<file path="src/rtl/rsa_pkg.sv">
// Shared types for the RSA Montgomery datapath registers: command encoding,
// stream sequencer states and a helper for sizing word counters.
package rsa_pkg;

  typedef enum logic [1:0] {
    OP_HOLD   = 2'd0,
    OP_LOAD   = 2'd1,
    OP_SHIFT  = 2'd2,
    OP_ROTATE = 2'd3
  } op_e;

  typedef enum logic {
    S_IDLE   = 1'b0,
    S_STREAM = 1'b1
  } stream_state_e;

  function automatic int count_width(input int nwords);
    return (nwords > 1) ? $clog2(nwords) : 1;
  endfunction

endpackage

</file>
<file path="src/rtl/rsa_wshiftreg_seq.sv">
// Self-timed read-out sequencer: counts streamed words, latches the fill mode
// at start and produces the one-cycle done pulse after the last word.
module rsa_wshiftreg_seq
  import rsa_pkg::*;
#(
  parameter int NWORDS = 4
) (
  input  logic clk,
  input  logic rstb,
  input  logic ena,
  input  logic clear,
  input  logic start,
  input  logic circ,
  output logic busy,
  output logic done,
  output logic fill_circ
);

  localparam int CW = count_width(NWORDS);
  localparam logic [CW-1:0] LAST = CW'(NWORDS - 1);

  stream_state_e state_q, state_d;
  logic [CW-1:0] count_q, count_d;
  logic          done_q, done_d;
  logic          circ_q, circ_d;

  // done only lives for one enabled cycle; ena=0 freezes it so it stretches.
  always_comb begin
    state_d = state_q;
    count_d = count_q;
    done_d  = done_q;
    circ_d  = circ_q;
    if (ena) begin
      done_d = 1'b0;
      if (!clear) begin
        state_d = S_IDLE;
        count_d = '0;
      end else if (state_q == S_STREAM) begin
        if (count_q == LAST) begin
          state_d = S_IDLE;
          count_d = '0;
          done_d  = 1'b1;
        end else begin
          count_d = count_q + 1'b1;
        end
      end else if (start) begin
        state_d = S_STREAM;
        count_d = '0;
        circ_d  = circ;
      end
    end
  end

  always_ff @(posedge clk) begin
    if (!rstb) begin
      state_q <= S_IDLE;
      count_q <= '0;
      done_q  <= 1'b0;
      circ_q  <= 1'b0;
    end else begin
      state_q <= state_d;
      count_q <= count_d;
      done_q  <= done_d;
      circ_q  <= circ_d;
    end
  end

  assign busy      = (state_q == S_STREAM);
  assign done      = done_q;
  assign fill_circ = circ_q;

endmodule

</file>
<file path="src/rtl/rsa_wshiftreg.sv">
// Word-organised operand register: clear, dual-source load, word shift/rotate
// and a word-serial read-out driven by rsa_wshiftreg_seq.
module rsa_wshiftreg
  import rsa_pkg::*;
#(
  parameter int WORD   = 8,
  parameter int NWORDS = 4,
  localparam int WIDTH = WORD * NWORDS
) (
  input  logic             clk,
  input  logic             rstb,
  input  logic             ena,
  input  logic             clear,
  input  logic [1:0]       op,
  input  logic             lock,
  input  logic [WIDTH-1:0] reg_rji,
  input  logic [WIDTH-1:0] A,
  input  logic [WORD-1:0]  ser_in,
  input  logic             start,
  input  logic             circ,
  output logic [WIDTH-1:0] R_i,
  output logic [WORD-1:0]  out_word,
  output logic             out_valid,
  output logic             busy,
  output logic             done
);

  logic [WIDTH-1:0] r_q, r_d;
  logic             fill_circ;
  logic [WORD-1:0]  fill_word;
  op_e              op_cmd;

  rsa_wshiftreg_seq #(
    .NWORDS(NWORDS)
  ) u_seq (
    .clk      (clk),
    .rstb     (rstb),
    .ena      (ena),
    .clear    (clear),
    .start    (start),
    .circ     (circ),
    .busy     (busy),
    .done     (done),
    .fill_circ(fill_circ)
  );

  assign op_cmd    = op_e'(op);
  assign fill_word = fill_circ ? r_q[WORD-1:0] : '0;

  // Streaming owns the register while busy; start wins over op when idle.
  always_comb begin
    r_d = r_q;
    if (ena) begin
      if (!clear) begin
        r_d = '0;
      end else if (busy) begin
        r_d = {fill_word, r_q[WIDTH-1:WORD]};
      end else if (!start) begin
        unique case (op_cmd)
          OP_HOLD:   r_d = r_q;
          OP_LOAD:   r_d = lock ? reg_rji : A;
          OP_SHIFT:  r_d = {ser_in, r_q[WIDTH-1:WORD]};
          OP_ROTATE: r_d = {r_q[WORD-1:0], r_q[WIDTH-1:WORD]};
          default:   r_d = r_q;
        endcase
      end
    end
  end

  always_ff @(posedge clk) begin
    if (!rstb) r_q <= '0;
    else       r_q <= r_d;
  end

  assign R_i       = r_q;
  assign out_word  = r_q[WORD-1:0];
  assign out_valid = busy & ena;

endmodule

</file>
<file path="config.mk">
export PLATFORM = sky130hd
export DESIGN_NAME = rsa_wshiftreg
export DESIGN_NICKNAME = d
export VERILOG_FILES = /design/src/rtl/rsa_pkg.sv /design/src/rtl/rsa_wshiftreg_seq.sv /design/src/rtl/rsa_wshiftreg.sv
export SDC_FILE = /design/constraint.sdc
export NUM_CORES = 1
export LEC_CHECK = 0
export BUFFER_PORTS_ARGS = -buffer_cell sky130_fd_sc_hd__buf_2
export CAP_MARGIN = 20
export CORE_UTILIZATION = 30
export CTS_CLUSTER_DIAMETER = 100
export DETAILED_ROUTE_END_ITERATION = 10
export HOLD_SLACK_MARGIN = 0.05
export SLEW_MARGIN = 20
export SYNTH_ARGS = -nofsm -noshare
export SYNTH_HDL_FRONTEND = slang
export SYNTH_SLANG_ARGS = --single-unit
</file>
<file path="constraint.sdc">
create_clock -name clk -period 1.5 [get_ports clk]
set_input_delay 0.075 -clock clk [delete_from_list [all_inputs] [get_ports clk]]
set_output_delay 0.075 -clock clk [all_outputs]
set_load 0.02 [all_outputs]
</file>
== Word level (Yosys, flattened, before mapping) ==
Cells that the tools add are included.

* Register bits: 37
* Input port bits: 81
* Output and inout port bits: 43
* Logic and storage cells: 36

* Add/subtract/negate cells: 1
* Equality and inequality tests: 7
* Multiplexer cells: 17
* Bitwise gates (word level): 2
* Reductions and logical operators: 4

{| class="wikitable"
|+ Operators by type and width
! kind !! count
|-
| $mux W32 || 4
|-
| $pmux W32 S3 || 1
|-
| $mux W2 || 4
|-
| $mux W8 || 1
|-
| $mux W1 || 7
|-
| $eq A2 B2 Y1 const B || 3
|-
| $ne A3 B2 Y1 const B || 2
|-
| $reduce_and A4 Y1 || 1
|-
| $ne A3 B1 Y1 const B || 1
|-
| $reduce_and A3 Y1 || 1
|-
| $add A2 B1 Y2 const B || 1
|-
| $eq A2 B1 Y1 const B || 1
|-
| $logic_not A2 Y1 || 1
|-
| $reduce_and A2 Y1 || 1
|-
| $and A1 B1 Y1 || 1
|-
| $not A1 Y1 || 1
|}

== Logic depth before layout (Yosys ltp) ==
Gate-level depths: netlist (run 1).

* Depth in word-level cells: 5
* Depth in mapped cells: 7
* Mapped depth without buffers: 4

== Hierarchy ==
A second synthesis (run 1) with hierarchy kept.

* Cells, all modules: 226
* Area, all modules: 2108.3 um^2

{| class="wikitable"
|+ By module, submodules not included
! module !! times used !! cells an instance !! area each (um^2) !! sequential area each (um^2)
|-
| rsa_wshiftreg || 1 || 202 || 1876.8 || 640.6
|-
| rsa_wshiftreg_seq || 1 || 24 || 231.5 || 100.1
|}

== Worst setup path before layout (run 1) ==
Ideal clock, no wire load.

* Path kind: register to register
* Start point: register u_seq.state_q (netlist: u_seq.busy)
* End point: register r_q[24] (netlist: R_i[24])
* Library setup time: 0.125 ns
* Arrival: 1.337 ns
* Slack: 0.038 ns
* Stages on the path, launching flop included: 8
* Path buffers: 3
* Cells stage by stage: dfxtp_1 buf_2 nand2b_1 o21ai_1 and2_1 buf_6 buf_8 o2bb2ai_1

* Cells in the longest elaborated chain, start to end: 2
* Elaborated cells between the ends (all ways): 5
* Classes of those cells: eq/ne (2); mux (2); reduce/logical (1)

{| class="wikitable"
|+ RTL lines
! what !! line !! source
|-
| start: declaration || rsa_wshiftreg_seq.sv:22 || <nowiki>stream_state_e state_q, state_d;</nowiki>
|-
| start signal: assignment || rsa_wshiftreg_seq.sv:61 || <nowiki>state_q <= state_d;</nowiki>
|-
| $ne A3 B2 Y1 (no source line) or $mux W32 (tied branches) || n/a ||
|-
| $reduce_and A3 Y1 (no source line) or $mux W32 (tied branches) || n/a ||
|-
| end signal: assignment || rsa_wshiftreg.sv:72 || <nowiki>else r_q <= r_d;</nowiki>
|-
| end: declaration || rsa_wshiftreg.sv:28 || <nowiki>logic [WIDTH-1:0] r_q, r_d;</nowiki>
|}

Parallel ways exist; a longest one is shown, timed or not.
A chain may end at the register's enable or synchronous reset.

== Worst setup path after layout (run 1) ==
* Start point: register u_seq.state_q (netlist: u_seq.busy)
* End point: register r_q[27] (netlist: R_i[27])

The elaborated chain is that of the path after synthesis.

==> results.md, run 1 <==
- Status: completed
- Min cycle time layout: between 1 and 1.5 ns
- Post-synth ARST share: 0
- Worst-path maximum fanout: 8
- Final hold vios: 0
- H-tree Lvls: 2
- Fillers: 710
- Vias in the first global route: 1846
- Initial antenna violation count: 0
- Arrival time worst endpoint: 1.46 ns
- CP required: ~1.7 ns
- Total Routing Usage GR: 0.158
- First-pass GRT wire length: roughly 9.1 mm
- Grt ovf: 0
- Max-cap violations: 0
- Hold depth: 3
- Router iterations before antenna repair: 4
- Worst-path clk slew: roughly 0.07 ns
- Max Clock Skew: 0.00675 ns
- Worst slack at placement: approximately 0.11 ns
- Synthesis Warnings: 0
- Final setup margin: about 0.21 ns
- Mapped Cells: 231
- Worst rel slew slack: 0.754
- Period utilization: 0.861
- Synthesized area per cell: ~9.2 um^2
- PwrDens: 766 nW/um^2
- Clock buffer depth: 2
- Leakage: between 1 and 1.5 nW
- Vias post-DR: 2077
- Initial DRC Count: 25
- Worst skew pair latency: 0.28 ns
- P&R area growth vs syn: 33.3%
- Unrepaired setup endpoints after global routing: no
- Yosys cell types: 30
- RD Place Congestion: between 0.7 and 0.8
- Placed instance area: about 2800 um^2
- Post-synth design cell area: between 2000 and 2500 um^2
- Worst reg2reg endpoint: R_i[27]$_SDFFE_PN0P_
- Vias per cell: 4.76
- Final Max Tran Viols: 0
- Final Cell Area: between 2000 and 3000 um^2
- Hold_ws: between 0.05 and 0.06 ns
- Peak VDD IR: approximately 0.42 mV
- Grt met3 use: 0.0305
- Setup_tns: 0 ns
- Slew @ Worst Pin: about 0.37 ns
- Hold Path Class: input port to flip-flop
- Clock Sinks: 37
- Hold_sp: circ
- Root Driver: clkbuf_8
- Row count: 30
- Hold Path End: u_seq.fill_circ$_SDFFE_PN0P_
- Final nets: 421
- Die span in y: between 80 and 90 um
- Pin count of the biggest net entering global routing: 50
- DRT Wirelength: approximately 5.9 mm
- #FFs+latches synth: 37
- Initial Utilization: 0.312
- Startpoint Class: flip-flop
- Routed wire length per instance: 13.6 um
- Post-Place Cells: 428
- EDFF count, synth: 0
- Met2 Resource Use GR: 0.264
- Total power: approximately 2.2 mW
- Layout cells sized above 1: 0.418
- Detail Placement HPWL: ~4.5 mm
- Diode count: 0
- DRC Markers: 0
- Chip Width: roughly 86 um
- Mapped Nets: approximately 310
- # IOs: 124
- Register area share after synthesis: 0.347
- R2R cell count: 3
- Full die area: around 7500 um^2
- Crit Path Class: flip-flop to flip-flop
- Max frequency: 774 MHz
- Met1 usage: 0.206
- CTS tree: yes
- Gr busiest metal: met2
- Non-Filler Instances: 436
- Post-DRT Antenna Nets: 0
- Synth Flop Type: dfxtp_1
- Crit. End Element: flip-flop
- Reg-to-reg slack, setup: ~0.21 ns
- Final core occ: 0.416
- Reg2reg start: u_seq.busy$_SDFFE_PN0P_
- Port bufs: approximately 120
- Core area: roughly 6800 um^2
- Cts bufs inserted: 5
- Count of final setup violators: 0
## critical path, cell delays in order (launching register included)
cell,delay (ns)
dfxtp_1,0.42
mux2_2,0.36
nand4_1,0.27
o2bb2ai_1,0.13
## cells by family (layout without fill, tap and decap cells)
logic type / count (synthesis) / in the layout / share of synthesized area
muxes: 41 / 41 / 0.193
DFF: 37 / 37 / 0.347
and+or+nand+nor: 47 / 47 / 0.0997
adders and majority gates: 1 / 1 / 0.00586
buffers and inverters: 30 / 139 / 0.104
AOI/OAI and AO/OA: 75 / 75 / 0.250
## placed cells by master, fill, tap and decap left out
cell type,count
clkbuf_8,5
buf_2,123
dfxtp_1,37
nand2_1,26
nand2b_1,2
inv_1,1
a21boi_0,3
nor2b_1,2
nor3_1,1
o2bb2ai_1,32
nand4_1,2
clkinv_2,2
o21ai_1,1
buf_12,4
and2_1,2
nand3_1,2
o21ba_4,1
o2111ai_2,1
mux2i_1,40
nand4b_1,1
buf_4,3
a21oi_1,2
nor2_4,1
nor2_1,7
mux2_2,1
clkbuf_1,1
nor4b_1,1
o22ai_1,7
ha_1,1
a21oi_2,1
o21ai_0,27
## synth_stat cells (2+ instances only)
cell,count,share of area
mux2i_1,40,0.19
dfxtp_1,37,0.35
o2bb2ai_1,32,0.13
o21ai_0,27,0.063
nand2_1,26,0.046
buf_4,14,0.049
nor2_1,7,0.012
o22ai_1,7,0.021
buf_2,6,0.014
a21boi_0,3,0.011
a21oi_1,3,0.0070
buf_8,3,0.021
clkbuf_1,3,0.0053
and2_1,2,0.0059
buf_6,2,0.011
nand2b_1,2,0.0059
nand3_1,2,0.0047
nand4_1,2,0.0059
nor2b_1,2,0.0059
## what timing repair did
action	CTS	global route
buffers inserted	0	0
setup endpoints to repair	0	8
resized for setup	0	1
hold buffers	0	0
## routing by layer
metal / part of all wire / routed length (um)
met1: 0.46 / 2740
met2: 0.47 / 2800
met3: 0.051 / 302
met4: 0.0098 / 58
met5: 0 / 0
## how the worst max path moves through the flow
stage / startpoint / end / slack (ns) / cells past startpoint
finish: u_seq.busy$_SDFFE_PN0P_ / R_i[27]$_SDFFE_PN0P_ / 0.21 / 3
CTS: u_seq.busy$_SDFFE_PN0P_ / R_i[27]$_SDFFE_PN0P_ / 0.09 / 4
global route: u_seq.busy$_SDFFE_PN0P_ / R_i[30]$_SDFFE_PN0P_ / 0.07 / 6
global placement: u_seq.busy$_SDFFE_PN0P_ / R_i[30]$_SDFFE_PN0P_ / 0.19 / 4
floorplan: u_seq.busy$_SDFFE_PN0P_ / R_i[24]$_SDFFE_PN0P_ / 0.04 / 7
detailed placement: u_seq.busy$_SDFFE_PN0P_ / R_i[27]$_SDFFE_PN0P_ / 0.11 / 4
## state kept, by name (all words and copies together) (netlist names)
name / cells
u_seq.count_q: 2
u_seq.busy: 1
R_i: 32
u_seq.done: 1
u_seq.fill_circ: 1
## final cells by class
cell class	instances	area [um^2]	share of cell area
clock buffer	6	72.6	0.0255
clock inverter	2	10.0	0.00352
inverter	1	3.75	0.00132
multi-input combinational	164	1180	0.414
sequential	37	741	0.260
tap	96	120	0.0422
timing repair buffer	130	718	0.253
## where the power goes
part / internal, mW / leakage (nW) / switching (mW) / total, mW
clock network: 0.322 / 0.0450 / 0.345 / 0.667
registers: 1.01 / 0.299 / 0.0236 / 1.03
logic: 0.230 / 1.05 / 0.251 / 0.481
total: 1.56 / 1.39 / 0.619 / 2.18
Note: power is estimated with default switching activity, not from simulation.
==> run 2: changes to the inputs <==
Settings changed: CORE_ASPECT_RATIO set to 2.
==> run 2 against run 1 <==
Register-to-register slack got worse by 0.08 ns. Wire length increased by 3.4%. Total power increased by 15%. Non-clock buffer count increased by 3. Setup slack got worse by 0.078 ns. Critical path type unchanged. Die area increased by 0.27%. Critical endpoint is now R_i[26]$_SDFFE_PN0P_. Highest routed layer unchanged. Clock power increased by 48%. Final cell count decreased by 0.69%. Global-route usage increased by 1.1 points. First-iteration DRC count increased by 150%. Critical path depth increased by 1. Largest power group unchanged.
==> results.md, run 2 (same netlist as run 1, synthesis figures left out) <==
- Grt ovf: 0 (unchanged)
- Final core occ: 0.420 (+0.00339)
- Full die area: 7470 um^2 (+0.27%)
- Row count: 43 (+43%)
- Number of flip-flops in the largest register: 32 (unchanged)
- Leakage: 1.42 nW (+2.0%)
- Max-cap violations: 0 (unchanged)
- Peak VDD IR: 0.482 mV (+14%)
- Setup bufs post-CTS: 0 (unchanged)
- Vias in the first global route: 1925 (+4.3%)
- Port bufs: 123 (unchanged)
- Final hold vios: 0 (unchanged)
- Vias per cell: 4.86 (+2.0%)
- Hold_sp: circ
- Initial Utilization: 0.310 (-0.00250)
- DRT Wirelength: 6.11 mm (+3.4%)
- Crit Path Class: flip-flop to flip-flop
- Power share of the sequential group: 0.413 (-0.060)
- Register area: 741 um^2 (unchanged)
- Vias post-DR: 2103 (+1.3%)
- Worst rel slew slack: 0.585 (-0.169)
- # IOs: 124 (unchanged)
- Worst reg2reg endpoint: R_i[26]$_SDFFE_PN0P_
- P_int: 1.84 mW (+18%)
- Clock Sinks: 37 (unchanged)
- RD Place Congestion: 0.795 (+5.9%)
- Most common cell after layout, fill and taps aside: buf_2
- Fillers: 756 (+6.5%)
- Setup_tns: 0 ns (unchanged)
- Final setup margin: 0.131 ns (-0.0777 ns)
- Initial antenna violation count: 0 (unchanged)
- Post-DRT Antenna Nets: 0 (unchanged)
- Pin count of the biggest net entering global routing: 50 (unchanged)
- Core area: 6890 um^2 (+0.81%)
- Hold depth: 3 (unchanged)
- Chip Width: 61.6 um (-29%)
- CTS tree: yes
- Root Driver: clkbuf_16
- Router iterations before antenna repair: 4 (unchanged)
- Hold Path End: u_seq.fill_circ$_SDFFE_PN0P_
- Comb power frac: 0.192 (-0.029)
- Die span in y: 121 um (+40%)
- R2R cell count: 4 (+1)
- PwrDens: 864 nW/um^2 (+13%)
- Worst-path maximum fanout: 9 (+1)
- Hold Path Class: input port to flip-flop
- Most frequent cells in the layout: buf_2 (123), mux2i_1 (40), dfxtp_1 (37), o2bb2ai_1 (32), o21ai_0 (27)
- Max Clock Skew: 0.00370 ns (-0.00305 ns)
- H-tree Lvls: 2 (unchanged)
- DRC Markers: 0 (unchanged)
- Final Max Tran Viols: 0 (unchanged)
- Detail Placement HPWL: 4.78 mm (+6.7%)
- Layout cells sized above 1: 0.423 (+0.00509)
- Total Routing Usage GR: 0.169 (+0.0109)
- Multi-input gate area: 1170 um^2 (-0.32%)
- Worst slack at placement: 0.147 ns (+0.0326 ns)
- PostCTS Resize Cnt: 0 (unchanged)
- Cts bufs inserted: 5 (unchanged)
- Min cycle time layout: 1.37 ns (+0.0777 ns)
- Net Sw Frac: 0.262 (-0.0227)
- Crit. End Element: flip-flop
- Reg2reg start: u_seq.busy$_SDFFE_PN0P_
- Hold_ws: 0.0836 ns (+0.0335 ns)
- Startpoint Class: flip-flop
- First-pass GRT wire length: 9.33 mm (+2.6%)
- Final nets: 424 (+0.71%)
- Arrival time worst endpoint: 1.57 ns (+0.11 ns)
- P&R area growth vs syn: 35.5%
- Slew @ Worst Pin: 0.623 ns (+0.255 ns)
- Routed wire length per instance: 14.1 um (+4.1%)
- Clk network pwr share: 0.395 (+0.089)
- Net Sw Power: 653 uW (+5.5%)
- Count of final setup violators: 0 (unchanged)
- Clock buffer depth: 2 (unchanged)
- Unrepaired setup endpoints after global routing: no
- Diode count: 0 (unchanged)
- Worst skew pair latency: 0.27 ns (about the same)
- CP required: 1.70 ns (+0.03 ns)
- Reg-to-reg slack, setup: 0.13 ns (-0.08 ns)
- Initial DRC Count: 62 (+150%)
- Max frequency: 730 MHz (-5.7%)
- # hold bufs at CTS: 0 (unchanged)
- Worst-path clk slew: 0.06 ns (about the same)
- Status: completed
- Total power: 2.50 mW (+15%)
- Period utilization: 0.913 (+0.0518)
run 2: changes by cell type in the layout (fill, tap and decap cells not counted), sizes merged:
cell	before	now
clkbuf	6	5
clkinvlp	0	1
buf	130	133
run 2: area by class of cell:
class,count,area share
multi-input combinational,164,0.406
sequential,37,0.256
timing repair buffer,133,0.248
clock buffer,5,0.0433
tap,90,0.0390
clock inverter,3,0.00606
inverter,1,0.00130
run 2: per-layer routing:
| metal | part of all wire | track usage | up-vias |
|---|---|---|---|
| met5 | 0 | 0 | - |
| met4 | 0.018 | 0.0639 | 0 |
| met3 | 0.066 | 0.0309 | 7 |
| met2 | 0.53 | 0.298 | 87 |
| met1 | 0.39 | 0.190 | 942 |
| li1 | - | - | 1067 |
run 2: power groups by stage:
stage | registers (mW) | logic [mW] | clock network, mW
after floorplan | 1.07 | 0.290 | 0
after global placement | 1.05 | 0.479 | 0
after detailed placement | 1.05 | 0.484 | 0
after CTS | 1.03 | 0.487 | 1.01
after global routing | 1.03 | 0.534 | 1.06
final | 1.03 | 0.480 | 0.987
run 2: critical path: stages (launching register included):
cell       delay, ns
dfxtp_1         0.31
buf_4           0.17
a21oi_1         0.50
o22ai_1         0.16
o2bb2ai_1       0.15
run 2: how the worst max path moves through the flow:
stage	from	to	slack, ns	cells past startpoint
CTS	u_seq.busy$_SDFFE_PN0P_	R_i[26]$_SDFFE_PN0P_	0.13	4
global placement	u_seq.busy$_SDFFE_PN0P_	R_i[26]$_SDFFE_PN0P_	0.19	4
floorplan	u_seq.busy$_SDFFE_PN0P_	R_i[24]$_SDFFE_PN0P_	0.04	7
global route	u_seq.busy$_SDFFE_PN0P_	R_i[26]$_SDFFE_PN0P_	0.04	4
finish	u_seq.busy$_SDFFE_PN0P_	R_i[26]$_SDFFE_PN0P_	0.13	4
detailed placement	u_seq.busy$_SDFFE_PN0P_	R_i[26]$_SDFFE_PN0P_	0.15	4
run 2: stage by stage:
stage                     cell area [um^2]  std cells
after detailed placement              2750        425
after global placement                2750        425
after CTS                             2890        433
final                                 2890        433
after global routing                  2890        433
after floorplan                       2130        231
==> run 3: changes to the inputs <==
Settings changed: GPL_TIMING_DRIVEN set to 0.
==> run 3 against run 2 <==
Die area did not move. Hold slack worse by 0.023 ns. Final cell count increased by 3.7%. Total power grew 11%. Core utilization rose by 2.1 points. Setup slack worse by 0.038 ns. Highest routed layer unchanged. Critical path depth grew 3. Sequential share of layout area shrank 1.2 points. Critical endpoint is now R_i[25]$_SDFFE_PN0P_. Clock power grew 24%. Sequential cell count unchanged.
==> results.md, run 3 (same netlist as run 1, synthesis figures left out) <==
- H-tree Lvls: 2 (unchanged)
- R2R cell count: 7 (+3)
- Number of flip-flops in the largest register: 32 (unchanged)
- Diode count: 0 (unchanged)
- PwrDens: 913 nW/um^2 (+5.6%)
- DRT Wirelength: 6.78 mm (+11%)
- Reg2reg start: u_seq.busy$_SDFFE_PN0P_
- Min cycle time layout: 1.41 ns (+0.0382 ns)
- Slew @ Worst Pin: 0.399 ns (-0.224 ns)
- Total Routing Usage GR: 0.191 (+0.0224)
- Leakage: 1.51 nW (+6.3%)
- Top routing layer used: met4
- Max frequency: 711 MHz (-2.7%)
- Initial DRC Count: 75 (+21%)
- Vias per cell: 4.93 (+1.4%)
- RD Place Congestion: 0.819 (+3.1%)
- Post-Place Cells: 440 (+3.5%)
- Worst rel slew slack: 0.734 (+0.149)
- CTS tree: yes
- Max Clock Skew: 0.00318 ns (-0.000519 ns)
- Startpoint Class: flip-flop
- Initial antenna violation count: 0 (unchanged)
- Buf+Inv Stages, Crit Path: 3 (+2)
- First-pass GRT wire length: 10.5 mm (+12%)
- Die span in y: 121 um (unchanged)
- Wl on met1: 2.47 mm (+4.6%)
- Root Driver: clkbuf_16
- Clock Sinks: 37 (unchanged)
- Clock buffer depth: 2 (unchanged)
- Count of final setup violators: 0 (unchanged)
- Arrival time worst endpoint: 1.57 ns (about the same)
- Detail Placement HPWL: 5.53 mm (+16%)
- Setup_tns: 0 ns (unchanged)
- Vias post-DR: 2212 (+5.2%)
- Hold Path End: u_seq.fill_circ$_SDFFE_PN0P_
- Status: completed
- Final core occ: 0.441 (+0.0214)
- Unrepaired setup endpoints after global routing: no
- Crit Path Class: flip-flop to flip-flop
- Worst-path maximum fanout: 10 (+1)
- Peak VDD IR: 0.522 mV (+8.3%)
- Met3 WL post-DR: 327 um (-19%)
- CP required: 1.66 ns (-0.04 ns)
- Period utilization: 0.938 (+0.0254)
- Hold depth: 3 (unchanged)
- Grt ovf: 0 (unchanged)
- Worst reg2reg endpoint: R_i[25]$_SDFFE_PN0P_
- Met2 wire len: 3.90 mm (+21%)
- Hold_ws: 0.0608 ns (-0.0228 ns)
- Most frequent cells in the layout: buf_2 (123), mux2i_1 (40), dfxtp_1 (37), o2bb2ai_1 (32), o21ai_0 (27)
- Vias in the first global route: 2163 (+12%)
- Pin count of the biggest net entering global routing: 12 (-76%)
- Core area: 6890 um^2 (unchanged)
- Hold_sp: circ
- Layout cells sized above 1: 0.446 (+0.0229)
- Port bufs: 119 (-3.3%)
- Most common cell after layout, fill and taps aside: buf_2
- Crit. End Element: flip-flop
- Chip Width: 61.6 um (unchanged)
- Initial Utilization: 0.310 (unchanged)
- Reg-to-reg slack, setup: 0.09 ns (-0.04 ns)
- Fillers: 731 (-3.3%)
- Worst skew pair latency: 0.28 ns (about the same)
- Final Max Tran Viols: 0 (unchanged)
- Slowest CP cell: dfxtp_1
- Routed wire length per instance: 15.1 um (+7.0%)
- Total power: 2.77 mW (+11%)
- Final hold vios: 0 (unchanged)
- Crit-path cells: buf_4 > nand2b_1 > o21ai_1 > and2_1 > buf_6 > buf_8 > o2bb2ai_1
- DRC Markers: 0 (unchanged)
- Cts bufs inserted: 5 (unchanged)
- Largest stage delay on the critical path: 0.32 ns (-0.18 ns)
- Worst-path clk slew: 0.05 ns (about the same)
- P&R area growth vs syn: 42.4%
- Non-Filler Instances: 449 (+3.7%)
- Final nets: 440 (+3.8%)
- Row count: 43 (unchanged)
- Full die area: 7470 um^2 (unchanged)
- Post-DRT Antenna Nets: 0 (unchanged)
- Max-cap violations: 0 (unchanged)
- Hold Path Class: input port to flip-flop
- # IOs: 124 (unchanged)
- Top delay family on crit path: buffers and inverters
- Router iterations before antenna repair: 4 (unchanged)
run 3: cell count changes in the layout (fill, tap and decap cells not counted), moves of 2 or more:
cell	delta
buf_8	+3
clkinv_2	-2
buf_12	-2
clkbuf_2	+3
buf_4	+8
buf_6	+2
clkbuf_1	+2
run 3: worst reg2reg max path, cell delays in order (launching register included):
cell and delay (ns):
dfxtp_1 0.32, buf_4 0.18, nand2b_1 0.15, o21ai_1 0.07, and2_1 0.18, buf_6 0.13
buf_8 0.14, o2bb2ai_1 0.12
run 3: area by class of cell:
type / count / area [um^2] / share of cell area
sequential: 37 / 741 / 0.244
timing repair buffer: 120 / 603 / 0.199
multi-input combinational: 164 / 1180 / 0.388
buffer: 29 / 226 / 0.0745
clock inverter: 1 / 30.0 / 0.00988
tap: 90 / 113 / 0.0371
clock buffer: 7 / 143 / 0.0470
inverter: 1 / 3.75 / 0.00124
run 3: where the power goes:
group,switching (mW),leakage (nW),internal (mW)
Sequential,0.0224,0.299,1.01
Combinational,0.270,1.12,0.248
Clock,0.394,0.0841,0.830
Total,0.687,1.51,2.09
run 3: per-layer routing:
layer  global-route usage  up-vias
li1                     -     1097
met1                0.197     1022
met2                0.368       87
met3               0.0277        6
met4               0.0556        0
met5                    0        -
run 3: per-stage QoR:
| stage | setup slack, ns | area (um^2) |
|---|---|---|
| 2_1_floorplan | 0.0379 | 2130 |
| 3_5_place_dp | 0.0685 | 2840 |
| 4_1_cts | 0.0308 | 3010 |
| 6_report | 0.0928 | 3040 |
| 3_3_place_gp | 0.104 | 2840 |
| 5_1_grt | 0.0149 | 3040 |
run 3: worst max path at each step:
stage / startpoint / end / slack [ns] / cells after the start
CTS: u_seq.busy$_SDFFE_PN0P_ / out_valid / 0.03 / 4
finish: u_seq.busy$_SDFFE_PN0P_ / R_i[25]$_SDFFE_PN0P_ / 0.09 / 7
global route: u_seq.busy$_SDFFE_PN0P_ / R_i[3]$_SDFFE_PN0P_ / 0.01 / 7
floorplan: u_seq.busy$_SDFFE_PN0P_ / R_i[24]$_SDFFE_PN0P_ / 0.04 / 7
detailed placement: u_seq.busy$_SDFFE_PN0P_ / R_i[25]$_SDFFE_PN0P_ / 0.07 / 7
global placement: u_seq.busy$_SDFFE_PN0P_ / R_i[25]$_SDFFE_PN0P_ / 0.10 / 4
run 3: what timing repair did:
action | CTS | global route
hold buffers | 0 | 0
endpoints found under the setup margin | 0 | 25
buffers inserted | 0 | 1
gates resized for setup | 0 | 9
